### src/rtl/led_seq_pkg.sv
// Shared definitions for the LED sequencer: state encoding, ROM word fields and default timing.
package led_seq_pkg;

   localparam int unsigned TICK_DIV_DFLT = 3125000;

   localparam int PAT_MSB = 15;
   localparam int PAT_LSB = 8;
   localparam int DUR_MSB = 7;
   localparam int DUR_LSB = 0;

   typedef logic [2:0] state_t;

   localparam state_t ST_IDLE  = 3'd0;
   localparam state_t ST_FETCH = 3'd1;
   localparam state_t ST_LOAD  = 3'd2;
   localparam state_t ST_HOLD  = 3'd3;
   localparam state_t ST_DONE  = 3'd4;

endpackage

### src/rtl/led_tick_div.sv
// Duration prescaler: emits a one-cycle tick every TICK_DIV enabled cycles.
module led_tick_div
   import led_seq_pkg::*;
#(
   parameter int unsigned TICK_DIV = TICK_DIV_DFLT
) (
   input  logic clk,
   input  logic rst,
   input  logic clr,
   input  logic en,
   output logic tick
);

   localparam int unsigned CW = (TICK_DIV > 1) ? $clog2(TICK_DIV) : 1;
   localparam logic [CW-1:0] LAST = CW'(TICK_DIV - 1);

   logic [CW-1:0] cnt_q;

   assign tick = en && (cnt_q == LAST);

   always_ff @(posedge clk) begin
      if (rst || clr) begin
         cnt_q <= '0;
      end else if (en) begin
         cnt_q <= (cnt_q == LAST) ? '0 : cnt_q + 1'b1;
      end
   end

endmodule

### src/rtl/led_seq_ctrl.sv
// LED pattern sequencer playing (pattern, duration) entries from a ROM over looped passes.
// Define LED_SEQ_STEP_EN to let a step pulse end the current entry while paused.
module led_seq_ctrl
   import led_seq_pkg::*;
#(
   parameter int unsigned TICK_DIV = TICK_DIV_DFLT,
   parameter int unsigned ADDR_W   = 8
) (
   input  logic              clk,
   input  logic              rst,
   input  logic              start,
   input  logic              stop,
   input  logic              pause,
   input  logic              step,
   input  logic [ADDR_W-1:0] base_addr,
   input  logic [ADDR_W-1:0] last_addr,
   input  logic [7:0]        loop_cnt,
   output logic [ADDR_W-1:0] rom_addr,
   input  logic [15:0]       rom_data,
   output logic [7:0]        pattern,
   output logic              busy,
   output logic              done
);

   state_t            state_q, state_d;
   logic [ADDR_W-1:0] cur_q, cur_d, base_q, base_d, last_q, last_d;
   logic [7:0]        loops_q, loops_d, pass_q, pass_d;
   logic [7:0]        dur_q, dur_d, tcnt_q, tcnt_d, pattern_q, pattern_d;
   logic              done_q, done_d;

   logic       tick, step_hit, entry_end, skip, advance, more_passes;
   logic [7:0] rom_dur;

   assign rom_dur = rom_data[DUR_MSB:DUR_LSB];

`ifdef LED_SEQ_STEP_EN
   assign step_hit = (state_q == ST_HOLD) && pause && step;
`else
   logic unused_step;
   assign unused_step = step;
   assign step_hit    = 1'b0;
`endif

   led_tick_div #(
      .TICK_DIV(TICK_DIV)
   ) u_tick_div (
      .clk (clk),
      .rst (rst),
      .clr (state_q == ST_LOAD),
      .en  ((state_q == ST_HOLD) && !pause),
      .tick(tick)
   );

   // dur_q is never zero in HOLD, so dur_q-1 is the index of the final tick.
   assign entry_end   = (state_q == ST_HOLD) && ((tick && (tcnt_q == dur_q - 8'd1)) || step_hit);
   assign skip        = (state_q == ST_LOAD) && (rom_dur == 8'd0);
   assign advance     = entry_end || skip;
   assign more_passes = (loops_q == 8'd0) || (({1'b0, pass_q} + 9'd1) < {1'b0, loops_q});

   always_comb begin
      state_d   = state_q;
      cur_d     = cur_q;
      base_d    = base_q;
      last_d    = last_q;
      loops_d   = loops_q;
      pass_d    = pass_q;
      dur_d     = dur_q;
      tcnt_d    = tcnt_q;
      pattern_d = pattern_q;
      done_d    = 1'b0;

      case (state_q)
         ST_IDLE, ST_DONE: begin
            if (start) begin
               base_d  = base_addr;
               last_d  = last_addr;
               loops_d = loop_cnt;
               cur_d   = base_addr;
               pass_d  = 8'd0;
               state_d = ST_FETCH;
            end
         end
         ST_FETCH: state_d = ST_LOAD;
         ST_LOAD: begin
            if (rom_dur != 8'd0) begin
               pattern_d = rom_data[PAT_MSB:PAT_LSB];
               dur_d     = rom_dur;
               tcnt_d    = 8'd0;
               state_d   = ST_HOLD;
            end
         end
         ST_HOLD: begin
            if (tick) tcnt_d = tcnt_q + 8'd1;
         end
         default: state_d = ST_IDLE;
      endcase

      if (advance) begin
         if (cur_q != last_q) begin
            cur_d   = cur_q + 1'b1;
            state_d = ST_FETCH;
         end else if (more_passes) begin
            pass_d  = pass_q + 8'd1;
            cur_d   = base_q;
            state_d = ST_FETCH;
         end else begin
            state_d = ST_DONE;
            done_d  = 1'b1;
         end
      end

      // stop overrides everything, including a coincident start
      if (stop) begin
         state_d   = ST_IDLE;
         pattern_d = 8'd0;
         done_d    = 1'b0;
      end
   end

   always_ff @(posedge clk) begin
      if (rst) begin
         state_q   <= ST_IDLE;
         cur_q     <= '0;
         base_q    <= '0;
         last_q    <= '0;
         loops_q   <= 8'd0;
         pass_q    <= 8'd0;
         dur_q     <= 8'd0;
         tcnt_q    <= 8'd0;
         pattern_q <= 8'd0;
         done_q    <= 1'b0;
      end else begin
         state_q   <= state_d;
         cur_q     <= cur_d;
         base_q    <= base_d;
         last_q    <= last_d;
         loops_q   <= loops_d;
         pass_q    <= pass_d;
         dur_q     <= dur_d;
         tcnt_q    <= tcnt_d;
         pattern_q <= pattern_d;
         done_q    <= done_d;
      end
   end

   assign rom_addr = cur_q;
   assign pattern  = pattern_q;
   assign done     = done_q;
   assign busy     = (state_q != ST_IDLE) && (state_q != ST_DONE);

endmodule

### config.mk
export PLATFORM = sky130hd
export DESIGN_NAME = led_seq_ctrl
export DESIGN_NICKNAME = d
export VERILOG_FILES = /design/src/rtl/led_seq_pkg.sv /design/src/rtl/led_tick_div.sv /design/src/rtl/led_seq_ctrl.sv
export SDC_FILE = /design/constraint.sdc
export NUM_CORES = 1
export LEC_CHECK = 0
export ABC_AREA = 1
export BUFFER_PORTS_ARGS = -buffer_cell sky130_fd_sc_hd__buf_2
export CAP_MARGIN = 40
export CORE_ASPECT_RATIO = 0.5
export CORE_MARGIN = 2
export CORE_UTILIZATION = 55
export DETAILED_ROUTE_END_ITERATION = 8
export PLACE_DENSITY = 0.79
export SLEW_MARGIN = 15
export SYNTH_ARGS = -nofsm -noshare
export SYNTH_HDL_FRONTEND = slang
export SYNTH_SLANG_ARGS = --single-unit
### constraint.sdc
create_clock -name clk -period 2.9 [get_ports clk]
set_clock_uncertainty 0.2 [all_clocks]
set_input_delay 0.29 -clock clk [delete_from_list [all_inputs] [get_ports clk]]
set_output_delay 0.29 -clock clk [all_outputs]
set_load 0.01 [all_outputs]
==> results.cfg, run 1 <==
[final_layout]
drive_above_1_share = 0.154
area_delta_synth_final_pct = 21.8
final_cell_mix = nand2_1, nor2_1, inv_1
n_fill_cell = 729
diodes = 0
final_area_um2 = 5920
nets = 874
post-route-util = 0.684
mostFrequentLayoutCell = nand2_1
fin_cells = 937

[cts]
clk_pin_slew_ns = 0.06
cts_buffer_depth = 2
cts_made_buffers = 9
ctsHtreeMaxLevel = 3
tritoncts = yes
clk_latency_ns = 0.34
clock-root-buffer = clkbuf_16
clock-sinks = 90

[sta]
setup_viol = 0
period_share = 0.966
finalSetupTns_ns = 0
slew_headroom = 0.639
period_minus_slack_ns = 2.80
max_freq_mhz = 357
final_hold_viol_count = 0
worst_slack_ns = 0.0990
hold_slack_ns = 0.0193
tightest_slew_ns = 0.540
slew_viol_final = 0

[synthesis]
synth_edf_count = 0
muxShareOfSynthArea = 0
synthAdderAreaFrac = 0.0309
synth_async_sr_flop_share = 0
synth_top_family_by_area = simple AND/OR/NAND/NOR gates
yosys_warnings = 0
syn_area_per_cell_um2 = 6.70
ys_types = 36
ys.flop_type = dfxtp_1
ys_ff_latch = 90
syn_inst = 726
ys_seq_area_frac = 0.371
synth_area_um2 = 4860
synth_nets = 784
yosys.area_share.simple = 0.335
synth-compound-area-share = 0.127
synth-xor-area-share = 0.0515

[worst_setup_path]
startpoint = pass_q[0]
cp.buffers_inverters = 1
r2r-end = pass_q[1]
crit_end = pass_q[1]
required_ns = 2.93
cp_max_fo = 5
startpoint_type = register
cpPeakStageDelay_ns = 0.37
r2r_slack_ns = 0.1
worst_r2r_path_depth = 16
r2r-start = pass_q[0]
path_class = reg -> reg
cp.depth = 16
path_cells = ha_4 -> nand2_1 -> nor2_4 -> nand3_1 -> xor2_1 -> inv_1 -> ha_4 -> a21o_2 -> nand3_1 -> nand2_1 -> nor2_2 -> nand2_2 -> a21oi_4 -> nand2_4 -> o21bai_1 -> nor2_1
cp-end-kind = register
cpMaxStageDelayCell = dfxtp_2
crit_family = simple AND/OR/NAND/NOR gates
crit_arrival_ns = 2.83

[power]
ir_worst_vdd_v = 0.000356
total_power_mw = 2.84
p_leak_nw = 2.72
p_per_area_nw_per_um2 = 480

[global_route]
grt_usage = 0.252
grt_pass1_vias = 4514
grt_overflow = 0
antenna_found_initial = 1
grt_start_max_net_pins = 33
grt_pass1_wl_mm = 19.5

[routing]
ant_nets = 0
vias_per_cell = 5.18
drtIter0Drc = 358
drc = 0
dr.pass1.iters = 6
wirelength_mm = 11.7
vias = 4855
routedWlPerCell_um = 12.5

[place]
dp.cells = 898
gp_congestion = 0.908
dpl.hpwl_mm = 8.16
place_area_um2 = 5330
dp_slack_ns = 0.105
port-buffer-count = 62

[floorplan]
fp.coreArea_um2 = 8650
initial_core_util = 0.562
ios = 64
fp-row-count = 24
chipHeight_um = 70.5
die-area_um2 = 9650
die_x_um = 137

[status]
status = finished clean

[hold_path]
min-delay-path-class = in -> reg

[flow_run]
max_cap_violations = 0
==> layout make-up <==
type | count | area (um^2) | area share
flip-flops and latches | 90 | 1810 | 0.305
repair buffers | 93 | 614 | 0.104
well taps | 117 | 146 | 0.0247
inverters | 92 | 347 | 0.0585
clock inverters | 2 | 35.0 | 0.00592
multi-input cells | 530 | 2700 | 0.456
clock buffers | 13 | 270 | 0.0457
==> how the worst min path moves through the flow <==
| stage | cells after the start | endpoint | slack, ns | start |
|---|---|---|---|---|
| after floorplan | 2 | dur_q[7] | 0.22 | rom_data[7] |
| after global routing | 3 | base_q[6] | 0.03 | base_addr[6] |
| after detailed placement | 2 | base_q[3] | 0.26 | base_q[3] |
| after global placement | 2 | pattern[7] | 0.25 | pattern[7] |
| after CTS | 3 | base_q[6] | 0.01 | base_addr[6] |
| final | 3 | base_q[6] | 0.02 | base_addr[6] |
==> timing repair <==
item                                    CTS  global route
gates resized for setup                   0            12
endpoints found under the hold margin    19             0
setup buffers                             0             4
endpoints found under the setup margin    0            17
hold buffers                             19             0
==> tightest hold or removal path, stage by stage <==
cell and delay [ns]:
buf_2 0.09, nand2_1 0.07, a21oi_1 0.06
==> layer usage <==
metal  routed length (um)  track usage
met1                 5280        0.306
met2                 5630        0.433
met3                  604       0.0683
met4                  167       0.0802
met5                   13            0
==> registers in the layout (all words and copies together), names as in the netlist <==
| register | flops |
|---|---|
| dur_q | 8 |
| base_q | 8 |
| rom_addr | 8 |
| state_q | 3 |
| done | 1 |
| last_q | 8 |
| tcnt_q | 8 |
| u_tick_div.cnt_q | 22 |
| pattern | 8 |
| loops_q | 8 |
| pass_q | 8 |
==> cell families (layout without fill, tap and decap cells) <==
logic type | Yosys count | in the layout
compound gates | 114 | 114
fa+ha+maj | 12 | 12
flops | 90 | 90
simple gates | 376 | 377
buf+inv | 107 | 200
xor+xnor | 27 | 27
==> Yosys cell counts (2+ instances only) <==
cell type | count | area (um^2)
nand4_1 | 10 | 62.6
o21ai_0 | 44 | 220
xnor2_1 | 7 | 61.3
clkbuf_1 | 12 | 45.0
xor2_1 | 19 | 166
a21oi_1 | 57 | 285
nor2_4 | 3 | 33.8
a211oi_1 | 3 | 22.5
dlygate4sd1_1 | 2 | 17.5
ha_1 | 12 | 150
inv_2 | 3 | 11.3
inv_1 | 88 | 330
nor2_2 | 5 | 31.3
nand2_4 | 3 | 33.8
nor2_1 | 120 | 450
nor3_1 | 15 | 75.1
nand2_1 | 157 | 589
nand2_2 | 3 | 18.8
nand3_1 | 48 | 240
nand3_2 | 3 | 30.0
o21a_1 | 3 | 22.5
o21bai_1 | 2 | 15.0
dfxtp_1 | 90 | 1800
nor4_1 | 3 | 18.8
or2_2 | 3 | 18.8
==> report_power, final <==
group / internal [mW] / switching (mW) / leakage (nW)
clock network: 0.732 / 0.465 / 0.152
registers: 1.28 / 0.0289 / 0.734
logic: 0.140 / 0.201 / 1.84
total: 2.15 / 0.695 / 2.72
No activity file was read; power rests on OpenSTA's default activity.
==> run 2: changes to the inputs <==
--- a/config.mk
+++ b/config.mk
@@ -7,10 +7,11 @@
 export LEC_CHECK = 0
 export ABC_AREA = 1
 export BUFFER_PORTS_ARGS = -buffer_cell sky130_fd_sc_hd__buf_2
-export CAP_MARGIN = 40
+export CAP_MARGIN = 0
 export CORE_ASPECT_RATIO = 0.5
 export CORE_MARGIN = 2
 export CORE_UTILIZATION = 55
+export CTS_BUF_LIST = sky130_fd_sc_hd__clkbuf_2
 export DETAILED_ROUTE_END_ITERATION = 8
 export PLACE_DENSITY = 0.79
 export SLEW_MARGIN = 15
==> run 2 against run 1 <==
Against the previous run: non-clock buffer count up 46; hold slack better by 0.26 ns; sequential power about the same.
==> results.cfg, run 2 (synthesis gave the netlist of run 1 again) <==
[worst_setup_path]
cp.buffers_inverters = 2
path_cells = ha_2 -> nand2_1 -> nor2_4 -> nand3_1 -> xor2_1 -> inv_1 -> ha_4 -> a21o_2 -> nand3_1 -> nand2_1 -> nor2_2 -> nand2_2 -> a21oi_4 -> buf_12 -> nand3_1 -> a21oi_1
r2r_slack_ns = 0.08
startpoint_type = register
path_class = reg -> reg
required_ns = 3.21
r2r-end = pass_q[5]
cpMaxStageDelayCell = dfxtp_2
cpPeakStageDelay_ns = 0.39
cp-end-kind = register
worst_r2r_path_depth = 16
worst_path_most_repeated_cell = nand3_1
cp_max_fo = 5
crit_family = simple AND/OR/NAND/NOR gates
r2r-start = pass_q[0]
crit_arrival_ns = 3.13

[sta]
final_hold_viol_count = 0
period_minus_slack_ns = 2.82
rsz0062_at_grt = true
slew_headroom = 0.366
worst_slack_ns = 0.0788
setup_viol = 0
tightest_slew_ns = 0.950
finalSetupTns_ns = 0
slew_viol_final = 0
max_freq_mhz = 354
hold_slack_ns = 0.275
period_share = 0.973

[final_layout]
fin_cells = 984
mostFrequentLayoutCell = nand2_1
top_register = u_tick_div.cnt_q
area_delta_synth_final_pct = 27.1
final_cell_mix = nand2_1, nor2_1, inv_1
drive_above_1_share = 0.150
nets = 920
diodes = 0
largest_reg_flops = 22

[global_route]
grt_start_max_net_pins = 33
grt_pass1_wl_mm = 20.7
grt_pass1_vias = 4758
grt_usage = 0.267
grt_overflow = 0
antenna_found_initial = 0

[routing]
wirelength_mm = 12.6
drtIter0Drc = 423
vias = 5074
route.met3.wl_um = 610
top_layer = met4
routedWlPerCell_um = 12.9
dr.pass1.iters = 5
drc = 0
wirelength_met1_mm = 5.60
wl_met2_mm = 6.28
vias_per_cell = 5.16
ant_nets = 0

[power]
total_power_mw = 2.32
seqPwrFrac = 0.564
internal_power_mw = 1.65
p_sw_mw = 0.669
swShare = 0.288
p_leak_nw = 2.87
ir_worst_vdd_v = 0.000248
p_clk_frac = 0.268
combPwrFrac = 0.168
p_per_area_nw_per_um2 = 376

[floorplan]
ios = 64
die_x_um = 137
chipHeight_um = 70.5
fp.coreArea_um2 = 8650
die-area_um2 = 9650
fp-row-count = 24
initial_core_util = 0.562

[cts]
clk_pin_slew_ns = 0.23
ctsHtreeMaxLevel = 3
clock-sinks = 90
clock-root-buffer = clkbuf_2
clk_latency_ns = 0.58
tritoncts = yes
cts_buffer_depth = 2
cts_made_buffers = 9

[hold_path]
hold_path_depth = 4
min_to = last_q[4]
worst_hold_startpoint = last_addr[4]
min-delay-path-class = in -> reg

[place]
port-buffer-count = 62
gp_congestion = 0.908
dp_slack_ns = 0.0674
dp.cells = 897
dpl.hpwl_mm = 8.06

[status]
status = finished clean

[flow_run]
max_cap_violations = 0
run 2: changes by cell type in the layout (fill, tap and decap cells not counted), moves of 3 or more:
cell / before / now
clkbuf_2: 0 / 10
dlygate4sd3_1: 19 / 65
clkbuf_8: 3 / 0
clkbuf_16: 9 / 0
clkinv_2: 2 / 5
run 2: power by group through the flow:
stage / logic, mW / registers, mW / clock network (mW)
5_1_grt: 0.438 / 1.32 / 0.685
4_1_cts: 0.367 / 1.31 / 0.637
3_5_place_dp: 0.300 / 1.33 / 0
2_1_floorplan: 0.208 / 1.33 / 0
6_report: 0.391 / 1.31 / 0.622
3_3_place_gp: 0.295 / 1.33 / 0
run 2: worst max-delay path by stage:
stage	cells past startpoint	to	slack [ns]	from
2_1_floorplan	16	pass_q[0]	0.33	pass_q[0]
3_3_place_gp	16	pass_q[0]	0.11	pass_q[0]
3_5_place_dp	16	pass_q[1]	0.07	pass_q[0]
4_1_cts	16	pass_q[1]	0.01	pass_q[0]
5_1_grt	17	pass_q[7]	-0.09	pass_q[0]
6_report	16	pass_q[5]	0.08	pass_q[0]
run 2: worst reg2reg max path: cells and delay by family (launching register included):
kind                     cells  cell delay, ns
adder cells (fa/ha/maj)      2            0.41
AND/OR/NAND/NOR              8            0.75
buffers and inverters        2            0.25
XOR/XNOR                     1            0.17
flip-flops                   1            0.39
AO/OA/AOI/OAI                3            0.60
run 2: metrics by stage:
step,area [um^2],utilization
2_1_floorplan,4860,-
3_5_place_dp,5310,0.613
5_1_grt,6180,0.714
3_3_place_gp,5310,0.613
6_report,6180,0.714
4_1_cts,6060,0.701
run 2: area by class of cell:
cell class                      instances  area [um^2]
Clock buffer                           10         50.0
Clock inverter                          6         57.6
Fill cell                             664         2470
Inverter                               92          347
Multi-Input combinational cell        530         2710
Sequential cell                        90         1810
Tap cell                              117          146
Timing Repair Buffer                  139         1060
run 2: timing repair:
action	in CTS	in global routing
hold buffers	65	0
endpoints found under the setup margin	0	18
gates resized for setup	0	11
endpoints found under the hold margin	65	0
buffers inserted	0	5
run 2: metal layers:
layer,up-vias,global-route usage
met5,-,0
met3,19,0.0603
li1,2601,-
met1,2320,0.321
met4,0,0.0974
met2,134,0.465
==> run 3: changes to the inputs <==
--- a/config.mk
+++ b/config.mk
@@ -5,7 +5,7 @@
 export SDC_FILE = /design/constraint.sdc
 export NUM_CORES = 1
 export LEC_CHECK = 0
-export ABC_AREA = 1
+export ABC_AREA = 0
 export BUFFER_PORTS_ARGS = -buffer_cell sky130_fd_sc_hd__buf_2
 export CAP_MARGIN = 0
 export CORE_ASPECT_RATIO = 0.5
==> run 3 against run 2 <==
Against the previous run: the flow now finishes with violations (negative setup slack); design area decreased by 3.9%; count of clock-buffer cells in the layout increased by 1; combinational power decreased by 19%; core utilization increased by 2.8 points; die area decreased by 6.1%; wire length decreased by 4.9%; largest power group unchanged.
==> results.cfg, run 3 <==
[final_layout]
register_area_um2 = 1810
drive_above_1_share = 0.225
nets = 742
area_delta_synth_final_pct = 30.4
largest_reg_flops = 22
n_fill_cell = 555
fin_cells = 800
multi_input_area_um2 = 2690
diodes = 0
top_register = u_tick_div.cnt_q
mostFrequentLayoutCell = dfxtp_1
final_cell_mix = dfxtp_1, nand2_1, nor2_1

[sta]
period_share = 1.05
hold_slack_ns = 0.0903
max_freq_mhz = 328
setup_viol = 15
rsz0062_at_grt = true
slew_viol_final = 0
final_hold_viol_count = 0
period_minus_slack_ns = 3.05
tightest_slew_ns = 0.898
worst_slack_ns = -0.147
slew_headroom = 0.399

[worst_setup_path]
startpoint_type = register
crit_arrival_ns = 3.30
cp_max_fo = 6
required_ns = 3.15
r2r_slack_ns = -0.15
r2r-start = pass_q[3]
r2r-end = pass_q[7]
worst_r2r_path_depth = 14
path_class = reg -> reg
cp-end-kind = register

[routing]
routedWlPerCell_um = 15.0
vias = 4454
ant_nets = 0
drc = 0
drtIter0Drc = 354
vias_per_cell = 5.57
dr.pass1.iters = 7
wirelength_mm = 12.0

[cts]
tritoncts = yes
ctsHtreeMaxLevel = 3
cts_buffer_depth = 2
clk_latency_ns = 0.57
cts_made_buffers = 9
clk_pin_slew_ns = 0.23
clock-root-buffer = clkbuf_2
clock-sinks = 90

[synthesis]
synth_nets = 600
syn_inst = 542
synth_async_sr_flop_share = 0
syn_area_per_cell_um2 = 8.40
ys_seq_area_frac = 0.396
ys.flop_type = dfxtp_1
synth.most_common_cell = dfxtp_1
ys_ff_latch = 90
synth_commonest_cells = dfxtp_1, nand2_1, nor2_1, a21oi_1, xnor2_1
yosys.area.top_type = dfxtp_1
synth_area_um2 = 4550
yosys_warnings = 0
synth_edf_count = 0
netlist.area_leader.share = 0.396
synth_area_leaders = dfxtp_1, nand2_1, xnor2_1
ys_types = 59

[hold_path]
worst_hold_startpoint = pause
min-delay-path-class = in -> reg
min_to = u_tick_div.cnt_q[4]
hold_path_depth = 6

[global_route]
grt_usage = 0.264
grt_overflow = 0
grt_start_max_net_pins = 43
grt_pass1_wl_mm = 18.9
grt_pass1_vias = 4091
antenna_found_initial = 0

[floorplan]
die-area_um2 = 9060
fp.coreArea_um2 = 8000
ios = 64
fp-row-count = 23
chipHeight_um = 68.3
initial_core_util = 0.569
die_x_um = 133

[status]
status = complete, but fails checks
failed_checks = negative setup slack

[place]
dp.cells = 713
dpl.hpwl_mm = 6.93
gp_congestion = 0.871
port-buffer-count = 62

[power]
p_leak_nw = 2.34
p_per_area_nw_per_um2 = 375
ir_worst_vdd_v = 0.000311

[flow_run]
max_cap_violations = 0
-- run 3: area by class of cell --
type	instances	share of cell area
clock buffers	11	0.00927
clock inverters	4	0.00738
inverters	16	0.0101
multi-input cells	416	0.453
flip-flops and latches	90	0.304
well taps	112	0.0236
repair buffers	151	0.192
-- run 3: worst max-delay path, stage by stage, from the launching register on --
cell and delay (ns):
dfxtp_1 0.44, buf_4 0.16, nand2_1 0.07, nor2_2 0.12
nor2b_1 0.08, or2_2 0.30, ha_1 0.19, a21o_1 0.19
a21oi_2 0.13, o21ai_2 0.09, buf_4 0.14, o21ai_4 0.21
and4_4 0.34, mux2i_1 0.21, nor2_1 0.07
-- run 3: routing by layer --
layer	GRT usage	wire length [um]
met5	0	0
met4	0.125	316
met3	0.0578	738
met2	0.470	5780
met1	0.314	5200
-- run 3: worst max-delay path by stage --
stage | from | end | slack (ns) | depth (start not counted)
floorplan | pass_q[0] | rom_addr[1] | 0.03 | 13
global placement | pass_q[0] | pass_q[6] | -0.08 | 12
detailed placement | pass_q[0] | pass_q[6] | -0.17 | 12
CTS | pass_q[1] | rom_addr[1] | 0.003 | 13
global route | pass_q[1] | rom_addr[1] | -0.27 | 13
finish | pass_q[3] | pass_q[7] | -0.15 | 14
-- run 3: kinds of logic (layout without fill, tap and decap cells) --
logic type | after synthesis | in the layout | share of synthesized area
buf+inv | 39 | 182 | 0.0465
mux | 20 | 20 | 0.0440
flops | 90 | 90 | 0.396
fa+ha+maj | 12 | 12 | 0.0330
simple gates | 242 | 245 | 0.269
compound gates | 96 | 96 | 0.129
xor+xnor | 43 | 43 | 0.0828
-- run 3: per-stage QoR --
step,area (um^2),setup WS [ns],power [mW],utilization,TNS [ns]
floorplan,4560,0.0275,1.47,-,0
detailed placement,5010,-0.174,1.56,0.626,-1.66
global route,5940,-0.267,2.32,0.742,-2.66
CTS,5830,0.00338,2.21,0.728,0
global placement,5010,-0.0800,1.56,0.626,-0.524
finish,5940,-0.147,2.23,0.742,-1.03
-- run 3: what timing repair did --
action | CTS | global route
gates resized for setup | 19 | 21
hold buffers | 58 | 0
endpoints found under the setup margin | 16 | 17
gates cloned | 2 | 1
pin swaps | 13 | 25
buffers inserted | 6 | 5
hold endpoints to repair | 54 | 0
-- run 3: report_power, final --
part           total, mW  internal [mW]  switching [mW]
clock              0.608          0.196           0.412
combinational      0.318          0.153           0.165
sequential          1.30           1.27          0.0296
total               2.23           1.62           0.607
